==> src/rtl/sap1_pkg.sv <==
// Shared SAP-1 definitions: opcodes, one-hot T-state constants and control-word bit positions.
package sap1_pkg;

    localparam logic [3:0] OP_LDA = 4'h0;
    localparam logic [3:0] OP_ADD = 4'h1;
    localparam logic [3:0] OP_SUB = 4'h2;
    localparam logic [3:0] OP_OUT = 4'hE;
    localparam logic [3:0] OP_HLT = 4'hF;

    typedef logic [5:0] t_state_t;

    localparam t_state_t T1 = 6'b000001;
    localparam t_state_t T2 = 6'b000010;
    localparam t_state_t T3 = 6'b000100;
    localparam t_state_t T4 = 6'b001000;
    localparam t_state_t T5 = 6'b010000;
    localparam t_state_t T6 = 6'b100000;

    localparam int unsigned T4_IDX = 3;

    // Bit positions within the 14-bit cw_bus; _N entries are active-low strobes.
    localparam int unsigned CW_W    = 14;
    localparam int unsigned CW_CP   = 13;
    localparam int unsigned CW_EP   = 12;
    localparam int unsigned CW_LM_N = 11;
    localparam int unsigned CW_CE_N = 10;
    localparam int unsigned CW_LI_N = 9;
    localparam int unsigned CW_EI_N = 8;
    localparam int unsigned CW_LA_N = 7;
    localparam int unsigned CW_EA   = 6;
    localparam int unsigned CW_SU   = 5;
    localparam int unsigned CW_EU   = 4;
    localparam int unsigned CW_LB_N = 3;
    localparam int unsigned CW_LO_N = 2;
    localparam int unsigned CW_HLT  = 1;
    localparam int unsigned CW_RSVD = 0;

endpackage

==> src/rtl/sap1_ring_counter.sv <==
// One-hot left-rotating T-state counter, clocked on the falling edge, with freeze and wrap pulse.
module sap1_ring_counter #(
    parameter int unsigned N = 6
) (
    input  logic         clk,
    input  logic         rst_n,
    input  logic         freeze_i,
    output logic [N-1:0] t_state_o,
    output logic         wrap_o
);

    localparam logic [N-1:0] One = N'(1);

    logic [N-1:0] state_q;
    logic [N-1:0] state_d;
    logic         onehot_ok;

    always_ff @(negedge clk or negedge rst_n) begin
        if (!rst_n) begin
            state_q <= One;
        end else begin
            state_q <= state_d;
        end
    end

    always_comb begin
        state_d   = state_q;
        onehot_ok = (state_q != '0) && ((state_q & (state_q - One)) == '0);
        if (!onehot_ok) begin
            // Recover to T1 if the one-hot invariant is ever lost.
            state_d = One;
        end else if (!freeze_i) begin
            state_d = {state_q[N-2:0], state_q[N-1]};
        end
    end

    always_comb begin
        t_state_o = state_q;
        wrap_o    = state_q[N-1] & ~freeze_i;
    end

endmodule

==> src/rtl/sap1_ir_sequencer.sv <==
// SAP-1 instruction register, T-state sequencing, halt latch and saturating retired count.
module sap1_ir_sequencer
    import sap1_pkg::*;
#(
    parameter int unsigned WORD_W            = 8,
    parameter int unsigned OP_W              = 4,
    parameter int unsigned T_STATES          = 6,
    parameter logic [OP_W-1:0] HLT_OPCODE    = OP_HLT,
    parameter int unsigned CNT_W             = 8
) (
    input  logic                   clk,
    input  logic                   rst_n,
    input  logic [WORD_W-1:0]      w_bus_in_i,
    input  logic                   li_n_i,
    input  logic                   ei_n_i,
    output logic [OP_W-1:0]        opcode_o,
    output logic [WORD_W-OP_W-1:0] addr_out_o,
    output logic                   addr_oe_o,
    output logic [T_STATES-1:0]    t_state_o,
    output logic                   halted_o,
    output logic [CNT_W-1:0]       retired_cnt_o
);

    localparam logic [CNT_W-1:0] CntMax = '1;

    logic [WORD_W-1:0]   ir_q, ir_d;
    logic                halted_q, halted_d;
    logic [CNT_W-1:0]    cnt_q, cnt_d;
    logic [T_STATES-1:0] t_state;
    logic                wrap;
    logic                halt_now;
    logic                freeze;

    assign halt_now = ~halted_q & t_state[T4_IDX] & (ir_q[WORD_W-1 -: OP_W] == HLT_OPCODE);
    // Freezing on the detection edge itself keeps the counter parked at T4.
    assign freeze   = halted_q | halt_now;

    sap1_ring_counter #(
        .N(T_STATES)
    ) u_ring (
        .clk      (clk),
        .rst_n    (rst_n),
        .freeze_i (freeze),
        .t_state_o(t_state),
        .wrap_o   (wrap)
    );

    always_ff @(posedge clk or negedge rst_n) begin
        if (!rst_n) begin
            ir_q <= '0;
        end else begin
            ir_q <= ir_d;
        end
    end

    // Halt latch and retired count share the ring counter's falling edge.
    always_ff @(negedge clk or negedge rst_n) begin
        if (!rst_n) begin
            halted_q <= 1'b0;
            cnt_q    <= '0;
        end else begin
            halted_q <= halted_d;
            cnt_q    <= cnt_d;
        end
    end

    always_comb begin
        ir_d = ir_q;
        if (!li_n_i && !halted_q) begin
            ir_d = w_bus_in_i;
        end
    end

    always_comb begin
        halted_d = halted_q | halt_now;
        cnt_d    = cnt_q;
        if (wrap && (cnt_q != CntMax)) begin
            cnt_d = cnt_q + 1'b1;
        end
    end

    always_comb begin
        opcode_o      = ir_q[WORD_W-1 -: OP_W];
        addr_oe_o     = ~ei_n_i;
        addr_out_o    = ei_n_i ? '0 : ir_q[WORD_W-OP_W-1:0];
        t_state_o     = t_state;
        halted_o      = halted_q;
        retired_cnt_o = cnt_q;
    end

endmodule

==> config.mk <==
export PLATFORM = sky130hd
export DESIGN_NAME = sap1_ir_sequencer
export DESIGN_NICKNAME = d
export VERILOG_FILES = /design/src/rtl/sap1_pkg.sv /design/src/rtl/sap1_ring_counter.sv /design/src/rtl/sap1_ir_sequencer.sv
export SDC_FILE = /design/constraint.sdc
export NUM_CORES = 1
export LEC_CHECK = 0
export ABC_AREA = 1
export CORE_MARGIN = 1
export CORE_UTILIZATION = 50
export DETAILED_ROUTE_END_ITERATION = 6
export PLACE_DENSITY = 0.86
export SLEW_MARGIN = 20
export SYNTH_ARGS = -nofsm -noshare
export SYNTH_HDL_FRONTEND = slang
export SYNTH_HIERARCHICAL = 1
export SYNTH_SLANG_ARGS = --single-unit
==> constraint.sdc <==
create_clock -name clk -period 3.3 [get_ports clk]
set_input_delay 0.825 -clock clk [delete_from_list [all_inputs] [get_ports clk]]
set_output_delay 0.825 -clock clk [all_outputs]
set_load 0.05 [all_outputs]
# --- Word-level counts from Yosys, hierarchy flattened ---
# Index checks and enable logic that the tools add are counted.
totals:
  register_bits: 23
  output_inout_bits: 24
  in_bits: 12
  word_cells: 27
classes:
  eq_ne: 3
  bitwise_logic: 8
  n_addsub: 2
  muxes: 3
  reduce_logical: 7
ops:
  columns: ["cell", "count"]
  rows:
  - ["$mux W6", 2]
  - ["$add A8 B1 Y8 const B", 1]
  - ["$ne A8 B8 Y1 const B", 1]
  - ["$and A6 B6 Y6", 1]
  - ["$logic_not A6 Y1", 1]
  - ["$reduce_bool A6 Y1", 1]
  - ["$sub A6 B1 Y6 const B", 1]
  - ["$eq A4 B4 Y1 const B", 1]
  - ["$mux W4", 1]
  - ["$and A1 B1 Y1", 3]
  - ["$logic_and A1 B1 Y1", 3]
  - ["$not A1 Y1", 3]
  - ["$logic_not A1 Y1", 2]
  - ["$ne A2 B2 Y1 const B", 1]
  - ["$or A1 B1 Y1", 1]

# --- Logic depth before layout (Yosys ltp) ---
depth:
  word_depth: 7
  depth_mapped: 9
  ltp_nobuf: 9

# --- Modules after synthesis ---
# The synthesis kept the hierarchy.
by_module_without_submodules:
  columns: ["mod", "cells_per_inst", "instances", "seq_area_each_um2", "area_per_inst_um2"]
  rows:
  - ["sap1_ir_sequencer", 108, 1, 425.4, 897.1]
  - ["sap1_ring_counter", 49, 1, 151.4, 352.8]

==> results_dict.tcl <==
set metrics [dict create \
    status "finished with violations" \
    violations "negative setup slack" \
    maxCapViolCount 0 \
    hold_viol 0 \
    worst_pin_slew_ps 507 \
    place_congestion 0.802 \
    synth_common_cells "nand2_1 (45), nor2_1 (21), inv_1 (17)" \
    cpPeakStageDelay_ps 550 \
    wl_per_cell_um 12.8 \
    dieHeight_um 52 \
    fin_ws_ps -215 \
    ant_nets 0 \
    p_seq_frac 0.285 \
    grt_first_pass_wirelength_mm 4.95 \
    synth_nets 170 \
    cp_slowest_cell "dfstp_2" \
    cts_root_buffer "clkbuf_4" \
    yosysWarnings 6 \
    postCtsResizedCells 0 \
    initial_core_util 0.549 \
    area_growth_pct 55.3 \
    critPathKind "reg2out" \
    path_cells "buf_12" \
    synthArstFlopShare 1.00 \
    setup_violations 15 \
    leakage_nw 0.973 \
    gr-usage-all-layers 0.257 \
    power_density_mw_per_mm2 793 \
    combPwrFrac 0.629 \
    n_fill_cell 111 \
    clock-sinks 23 \
    drive_above_1_share 0.327 \
    firstDrtPassIters 4 \
    p_clk_frac 0.086 \
    crit_arrival_ps 2690 \
    syn_area_per_cell_um2 7.96 \
    num_vias 1217 \
    drt-total-wl_mm 3.10 \
    hp-class "reg2reg" \
    ys_top_cells_by_area "dfrtn_1 (28%), dfrtp_1 (16%), nand2_1 (14%)" \
    drc_errors 0 \
    peakVddDrop_mv 0.829 \
    syn_inst 157 \
    clkLatencyLatePin_ps 360 \
    hold_ws_ps 535 \
    hpwl_mm 2.25 \
    ys_seq_area_frac 0.461 \
    synth-edff-count 0 \
    slew_headroom 0.661 \
    final-max-slew-violation-count 0 \
    syn_area_mm2 0.00125 \
    diodes 0 \
    num_io_pins 36 \
    yosysUniqueCellTypes 26 \
    p_switching_uw 716 \
    internal-power_uw 822 \
    cp.required_ps 2470 \
    portBuffers 35 \
    die_area_mm2 0.00270 \
    row_count 17 \
    cts_buffer_depth 2 \
    antenna_found_initial 0 \
    endpoint_kind "primary output" \
    cts_tree "done" \
    clk_pin_slew_ps 130 \
    nets 228 \
    grt_pass1_vias 1131 \
    synth.largest_area_cell "dfrtn_1" \
    core-area_mm2 0.00228 \
    critPathTopFamily "flip-flops" \
    switching_share 0.465 \
    die_w_um 52 \
    synth_flop_cell "dfrtn_1" \
    yosys.area.top_type_share 0.280 \
    grt_max_degree 14 \
    fin_skew_ps 58.7 \
    viasPerCell 5.03 \
    rsz0062_at_grt "yes" \
    pre_cts_ws_ps 99.3 \
    yosys_register_bits 23 \
    overflow 0 \
    critical_path.startpoint_type "flip-flop" \
    path_buf_inv 1 \
    drt_iter0_markers 10 \
    yosysMostFrequentCell "nand2_1" \
    cts_max_level 1 \
    worstPathMaxFanout 2 \
    cts_buffers 3 \
]
==> power groups by stage <==
| stage | logic, mW | registers (mW) | clock network [mW] |
|---|---|---|---|
| final | 0.967 | 0.439 | 0.132 |
| after global routing | 1.03 | 0.448 | 0.146 |
| after CTS | 0.954 | 0.438 | 0.134 |
| after detailed placement | 0.876 | 0.467 | 0.00379 |
| after global placement | 0.848 | 0.460 | 0.00379 |
| after floorplan | 0.409 | 0.594 | 0.00379 |
==> flip-flops by register name, summed over array words and instances (netlist names) <==
| signal | flops |
|---|---|
| halted_o | 1 |
| retired_cnt_o | 8 |
| u_ring/t_state_o | 6 |
| ir_q | 8 |
==> path summary, 6_finish.rpt <==
path                                           from               end  slack [ps]  cells past startpoint
worst max-delay path            u_ring/t_state_o[0]      t_state_o[0]        -210                      1
worst min-delay path                        ir_q[1]           ir_q[1]         540                      2
worst max register to register              ir_q[5]  retired_cnt_o[5]         140                      9
worst min register to register              ir_q[1]           ir_q[1]         540                      2
max in group asynchronous                     rst_n  retired_cnt_o[2]         600                      2
min in group asynchronous                     rst_n           ir_q[6]         960                      2
==> metrics by stage <==
stage                      util  cell area (um^2)  total power [mW]  instances  setup TNS, ps
after global placement    0.798              1820              1.31        225              0
after floorplan               -              1250              1.01        157              0
after global routing      0.853              1940              1.63        242          -2210
after detailed placement  0.798              1820              1.35        225              0
after CTS                 0.846              1930              1.53        240          -1780
final                     0.853              1940              1.54        242          -1700
==> repair_timing <==
item | CTS | global route
buffers inserted | 11 | 2
hold buffers | 0 | 0
pin swaps | 0 | 0
setup endpoints to repair | 15 | 15
==> logic make-up after synthesis <==
family / share of synthesized area
AOI/OAI and AO/OA: 0.0601
xor gates and xnor gates: 0.0210
adders and majority gates: 0.0100
buffers and inverters: 0.100
DFF: 0.461
muxes: 0.0270
and+or+nand+nor: 0.320
==> cells in the final DEF, fill, tap and decap left out, types with 5 or more instances in the layout <==
cell type / count
nand2_1: 45
buf_4: 29
nor2_1: 21
inv_1: 17
clkdlybuf4s50_1: 15
buf_12: 15
dfrtn_1: 14
dfrtp_1: 8
a21oi_1: 6
o21ai_1: 5
nand2_2: 5
==> routing by layer <==
layer	track usage	part of all wire
met2	0.464	0.50
met1	0.295	0.42
met5	0	0
met4	0.113	0.020
met3	0.0409	0.055
==> area by class of cell <==
type	instances	area [um^2]	area share
multi-input combinational	106	548	0.282
sequential	23	577	0.297
clock buffer	3	22.5	0.0116
inverter	21	81.3	0.0419
timing repair buffer	59	668	0.344
clock inverter	2	8.76	0.00451
tap	28	35.0	0.0181
No activity file was read; power rests on OpenSTA's default activity.
